--- src/rtl/sram_1p_be.sv ---
// Single-port synchronous RAM with byte-lane write enables, registered read data,
// a valid/ready request port and an optional post-reset zero-fill sequencer.
module sram_1p_be #(
    parameter int unsigned DATA_W         = 32,
    parameter int unsigned ADDR_W         = 7,
    parameter bit          OUT_REG        = 1'b0,
    parameter bit          CLEAR_ON_RESET = 1'b1
) (
    input  logic                clk,
    input  logic                rst,
    input  logic                req_valid,
    output logic                req_ready,
    input  logic                req_we,
    input  logic [ADDR_W-1:0]   req_addr,
    input  logic [DATA_W-1:0]   req_wdata,
    input  logic [DATA_W/8-1:0] req_be,
    output logic                rsp_valid,
    output logic [DATA_W-1:0]   rsp_rdata,
    output logic                init_done
);

    localparam int unsigned BE_W  = DATA_W / 8;
    localparam int unsigned DEPTH = 1 << ADDR_W;

    typedef enum logic {
        ST_CLEAR,
        ST_RUN
    } state_t;

    state_t              state_q, state_d;
    logic [ADDR_W-1:0]   clr_cnt_q, clr_cnt_d;
    logic                req_ready_q, req_ready_d;
    logic                init_done_q, init_done_d;
    logic                s1_valid_q, s1_valid_d;
    logic [DATA_W-1:0]   s1_data_q, s1_data_d;
    logic                rsp_valid_q, rsp_valid_d;
    logic [DATA_W-1:0]   rsp_rdata_q, rsp_rdata_d;

    logic [DATA_W-1:0]   mem [DEPTH];

    logic                accept;
    logic                rd_accept;
    logic [DATA_W-1:0]   rd_word;
    logic                wr_en;
    logic [ADDR_W-1:0]   wr_addr;
    logic [DATA_W-1:0]   wr_data;
    logic [BE_W-1:0]     wr_be;

    assign accept    = req_valid & req_ready_q;
    assign rd_accept = accept & ~req_we;
    assign rd_word   = mem[req_addr];

    // NOTE: every signal assigned in an always_comb gets a default first, so no latch is inferred.
    always_comb begin
        state_d   = state_q;
        clr_cnt_d = clr_cnt_q;
        if (state_q == ST_CLEAR) begin
            clr_cnt_d = clr_cnt_q + 1'b1;
            if (&clr_cnt_q) begin
                state_d = ST_RUN;
            end
        end
        req_ready_d = (state_d == ST_RUN);
        init_done_d = (state_d == ST_RUN);
    end

    // The clear sequencer owns the single write port until the array is zeroed.
    always_comb begin
        if (state_q == ST_CLEAR) begin
            wr_en   = 1'b1;
            wr_addr = clr_cnt_q;
            wr_data = '0;
            wr_be   = '1;
        end else begin
            wr_en   = accept & req_we;
            wr_addr = req_addr;
            wr_data = req_wdata;
            wr_be   = req_be;
        end
    end

    always_comb begin
        s1_valid_d = rd_accept;
        s1_data_d  = rd_accept ? rd_word : s1_data_q;
        if (OUT_REG) begin
            rsp_valid_d = s1_valid_q;
            rsp_rdata_d = s1_valid_q ? s1_data_q : rsp_rdata_q;
        end else begin
            rsp_valid_d = rd_accept;
            rsp_rdata_d = rd_accept ? rd_word : rsp_rdata_q;
        end
    end

    // NOTE: sequential state uses non-blocking assignments so every flop samples pre-edge values.
    always_ff @(posedge clk or posedge rst) begin
        if (rst) begin
            state_q     <= CLEAR_ON_RESET ? ST_CLEAR : ST_RUN;
            clr_cnt_q   <= '0;
            req_ready_q <= 1'b0;
            init_done_q <= 1'b0;
            s1_valid_q  <= 1'b0;
            s1_data_q   <= '0;
            rsp_valid_q <= 1'b0;
            rsp_rdata_q <= '0;
        end else begin
            state_q     <= state_d;
            clr_cnt_q   <= clr_cnt_d;
            req_ready_q <= req_ready_d;
            init_done_q <= init_done_d;
            s1_valid_q  <= s1_valid_d;
            s1_data_q   <= s1_data_d;
            rsp_valid_q <= rsp_valid_d;
            rsp_rdata_q <= rsp_rdata_d;
        end
    end

    // NOTE: the storage array has no reset so it maps onto plain RAM; zeroing is the sequencer's job.
    always_ff @(posedge clk) begin
        for (int i = 0; i < BE_W; i++) begin
            if (wr_en && wr_be[i]) begin
                mem[wr_addr][8*i +: 8] <= wr_data[8*i +: 8];
            end
        end
    end

    assign req_ready = req_ready_q;
    assign init_done = init_done_q;
    assign rsp_valid = rsp_valid_q;
    assign rsp_rdata = rsp_rdata_q;

endmodule

--- config.mk ---
export PLATFORM = sky130hd
export DESIGN_NAME = sram_1p_be
export DESIGN_NICKNAME = d
export VERILOG_FILES = /design/src/rtl/sram_1p_be.sv
export SDC_FILE = /design/constraint.sdc
export NUM_CORES = 2
export LEC_CHECK = 0
export CAP_MARGIN = 20
export CORE_MARGIN = 5
export CORE_UTILIZATION = 50
export DETAILED_ROUTE_END_ITERATION = 16
export PLACE_DENSITY = 0.64
export SYNTH_ARGS = -nofsm -noshare
export SYNTH_HDL_FRONTEND = slang
export SYNTH_SLANG_ARGS = --single-unit
--- constraint.sdc ---
create_clock -name clk -period 5.15 [get_ports clk]
set_clock_uncertainty 0.2 [all_clocks]
set_input_delay 1.2875 -clock clk [delete_from_list [all_inputs] [get_ports clk]]
set_output_delay 1.2875 -clock clk [all_outputs]
set_load 0.02 [all_outputs]
==> results.py <==
metrics = {
    "synth": {
        "yosys.area.top_type_share_pct": 76.27,
        "syn_area_per_cell_um2": 19.93,
        "ys_seq_area_share_pct": 76.91,
        "synth_area_leaders": "edfxtp_1 (76%), mux4_2 (9.8%), mux2i_1 (5.4%)",
        "async_reset_ff_share_pct": 0.9911,
        "synth_mux_area_share_pct": 15.64,
        "synth_top_area_cell": "edfxtp_1",
        "synth_top_family_by_area": "multiplexers",
        "synth_xor_area_share_pct": 0.03259,
        "synth_simple_gate_area_share_pct": 2.629,
        "yosysUniqueCellTypes": 45,
        "ys_ff_latch": 4137,
        "syn_nets": 8138,
        "syn_inst": 8090,
        "synth_commonest_cells": "edfxtp_1 (4096), mux2i_1 (862), mux4_2 (702), nor2_1 (546), clkbuf_1 (248)",
        "synth_warnings": 0,
        "synth_compound_area_share_pct": 3.263,
        "yosysMostFrequentCell": "edfxtp_1",
        "synth-adder-area-share_pct": 0.007759,
        "syn_area_um2": 161300,
        "ys.flop_type": "edfxtp_1",
        "synth_edf_count": 4096,
    },
    "placed_design": {
        "place.port_buffers": 81,
        "dp_cells": 12690,
        "place_congestion": 0.8805,
        "dp_hpwl_um": 273800,
    },
    "floorplan": {
        "io_pins": 82,
        "die_x_um": 577.9,
        "rows": 208,
        "die_y_um": 577.9,
        "core_um2": 321100,
        "start_util_pct": 50.21,
        "dieArea_um2": 334000,
    },
    "layout": {
        "multi_input_area_um2": 35060,
        "finalNonFillerCells": 13461,
        "nFillCells": 23313,
        "final-seq-area_um2": 124000,
        "layout.nets": 8852,
        "drive_gt1_share_pct": 24.00,
        "syn2layout_area_growth_pct": 15.08,
    },
    "critical_path": {
        "start_kind": "flip-flop",
        "cp_data_arrival_time_ns": 4.64,
        "crit_path_end_kind": "flip-flop",
        "worstPathRequired_ns": 5.52,
        "crit_type": "reg -> reg",
        "path_max_fanout": 34,
    },
    "clock_network": {
        "ctsHoldBuffers": 0,
        "cts_tree": "yes",
        "cts_root_buffer": "clkbuf_16",
        "cts-buffers-inserted": 412,
        "clk_pin_slew_worst_paths_ns": 0.06,
        "cts_resized": 0,
        "cts_num_sinks": 4137,
        "post_cts.repair.setup_buffers": 0,
        "worstSkewPairLatency_ns": 0.96,
        "clk_path_buf_depth": 4,
        "cts_htree_levels": 5,
    },
    "route": {
        "wire_per_inst_um": 32.08,
        "finalWirelength_um": 431800,
        "drc": 0,
        "antenna_left": 0,
        "viasPerCell": 6.152,
        "num_vias": 82814,
        "firstDrtPassIters": 6,
        "drt_iter0_markers": 10370,
    },
    "pwr": {
        "ir_worst_vdd_mv": 0.2568,
        "clockPowerShare_pct": 44.3,
        "p_leak_uw": 0.05118,
        "p_per_area_nw_per_um2": 369.8,
        "p_seq_share_pct": 53.1,
        "netSwitchingPower_uw": 13820,
        "combPwrFrac_pct": 2.6,
        "switching_share_pct": 20.14,
        "internal_power_uw": 54800,
    },
    "global_routing": {
        "grt_use_total_pct": 25.63,
        "grt_max_degree": 121,
        "antenna_found_initial": 20,
        "grt_pass1_vias": 82810,
        "grt_overflow": 0,
        "grt_pass1_wl_um": 614500,
    },
    "run": {
        "maxCapViolCount": 0,
    },
    "timing": {
        "hold_viol_final": 0,
        "setup_tns_ns": 0,
        "fin_crit_sh_pct": 83.06,
        "drv_slew": 0,
        "setup_viol": 0,
        "rsz0062_at_grt": "no",
        "max_freq_ghz": 0.2338,
        "worst_pin_slew_ns": 1.164,
        "max_slew_margin_pct": 22.21,
        "finalCriticalPeriod_ns": 4.277,
    },
    "outcome": {
        "status": "finished, final reports clean",
    },
    "min_path": {
        "min_path_type": "reg -> reg",
    },
}
## power by group through the flow
stage / clock network, uW / registers, uW / logic [uW]
detailed placement: 0 / 37100 / 1790
finish: 30400 / 36400 / 1800
global placement: 0 / 37100 / 1780
floorplan: 0 / 37100 / 1090
CTS: 30800 / 36400 / 1790
global route: 32200 / 36400 / 1850
## worst paths after layout
check                              from  slack (ns)             to  cells past startpoint
max in group asynchronous           rst        3.42  rsp_rdata[30]                      3
hold reg to reg            clr_cnt_q[2]        0.29   clr_cnt_q[2]                      1
setup / recovery              init_done        0.87   mem[127][19]                      6
setup reg to reg              init_done        0.87   mem[127][19]                      6
hold / removal             clr_cnt_q[2]        0.29   clr_cnt_q[2]                      1
min in group asynchronous           rst        0.62  rsp_rdata[19]                      2
## worst max-delay path, cell delays in order (launching register included)
cell     delay, ns
dfrtp_2       0.63
nor2b_1       0.34
a21oi_1       0.21
nor3_1        0.93
buf_4         0.26
nand2_1       0.44
nor2_1        0.85
## sequential cells by signal, indices dropped and copies added (netlist names)
signal and cells:
mem 4096, rsp_rdata 32, init_done 1, rsp_valid 1
clr_cnt_q 7
## cells by family (layout without fill, tap and decap cells)
group | Yosys count | after routing
adder cells (fa/ha/maj) | 1 | 1
buffers and inverters | 516 | 1569
multiplexers | 1634 | 1634
AND/OR/NAND/NOR | 1013 | 1013
other | 0 | 13
AO/OA/AOI/OAI | 783 | 783
XOR/XNOR | 6 | 6
flip-flops | 4137 | 4137
## cell usage in the layout (no fill, tap or decap), types with 6 or more instances in the layout
cell                n
edfxtp_1         4096
mux2i_1           862
mux4_2            702
buf_4             656
nor2_1            541
clkbuf_16         417
nand2_1           222
o22ai_1           164
a22oi_1           151
a21oi_1           147
nor3_1             95
o21ai_0            93
clkinv_2           86
clkinv_1           84
clkdlybuf4s50_1    76
buf_12             71
mux2_2             70
clkbuf_1           67
bufinv_16          57
o211ai_1           56
o221ai_1           49
dfrtp_1            40
and2_4             33
a221o_1            32
o311ai_0           31
a211oi_1           30
and3_1             29
nand3_1            17
nand2_2            15
diode_2            13
nor2b_1            13
o31ai_1            12
clkinvlp_4         11
nand2b_1            9
clkinv_8            7
clkinv_4            7
clkinv_16           6
buf_16              6
## through the flow
step                      setup WS [ns]  total power (uW)  cell area [um2]  util, %  hold WS (ns)
after global placement          0.03593             38920           171600    53.43        0.2776
after CTS                        0.8616             68990           185400    57.74        0.2898
after floorplan                   1.236             38220           161300        -        0.2516
final                            0.8726             68620           185600    57.78        0.2863
after global routing             0.8276             70470           185500    57.78        0.3252
after detailed placement         0.1447             38920           171700    53.46        0.2777
## final cells by class
type | instances | share of cell area (%)
sequential | 4137 | 66.83
multi-input combinational | 3437 | 18.89
clock buffer | 486 | 5.773
timing repair buffer | 813 | 3.949
tap | 4305 | 2.903
clock inverter | 267 | 1.627
antenna | 13 | 0.01753
inverter | 3 | 0.006068
## per-layer routing
layer	wire length (um)	track usage (%)	vias to the layer above
li1	-	-	34629
met1	169200	35.88	43497
met2	205300	40.42	3987
met3	38060	4.732	693
met4	19150	10.14	8
met5	46	0	-
Note: power is estimated with default switching activity, not from simulation.
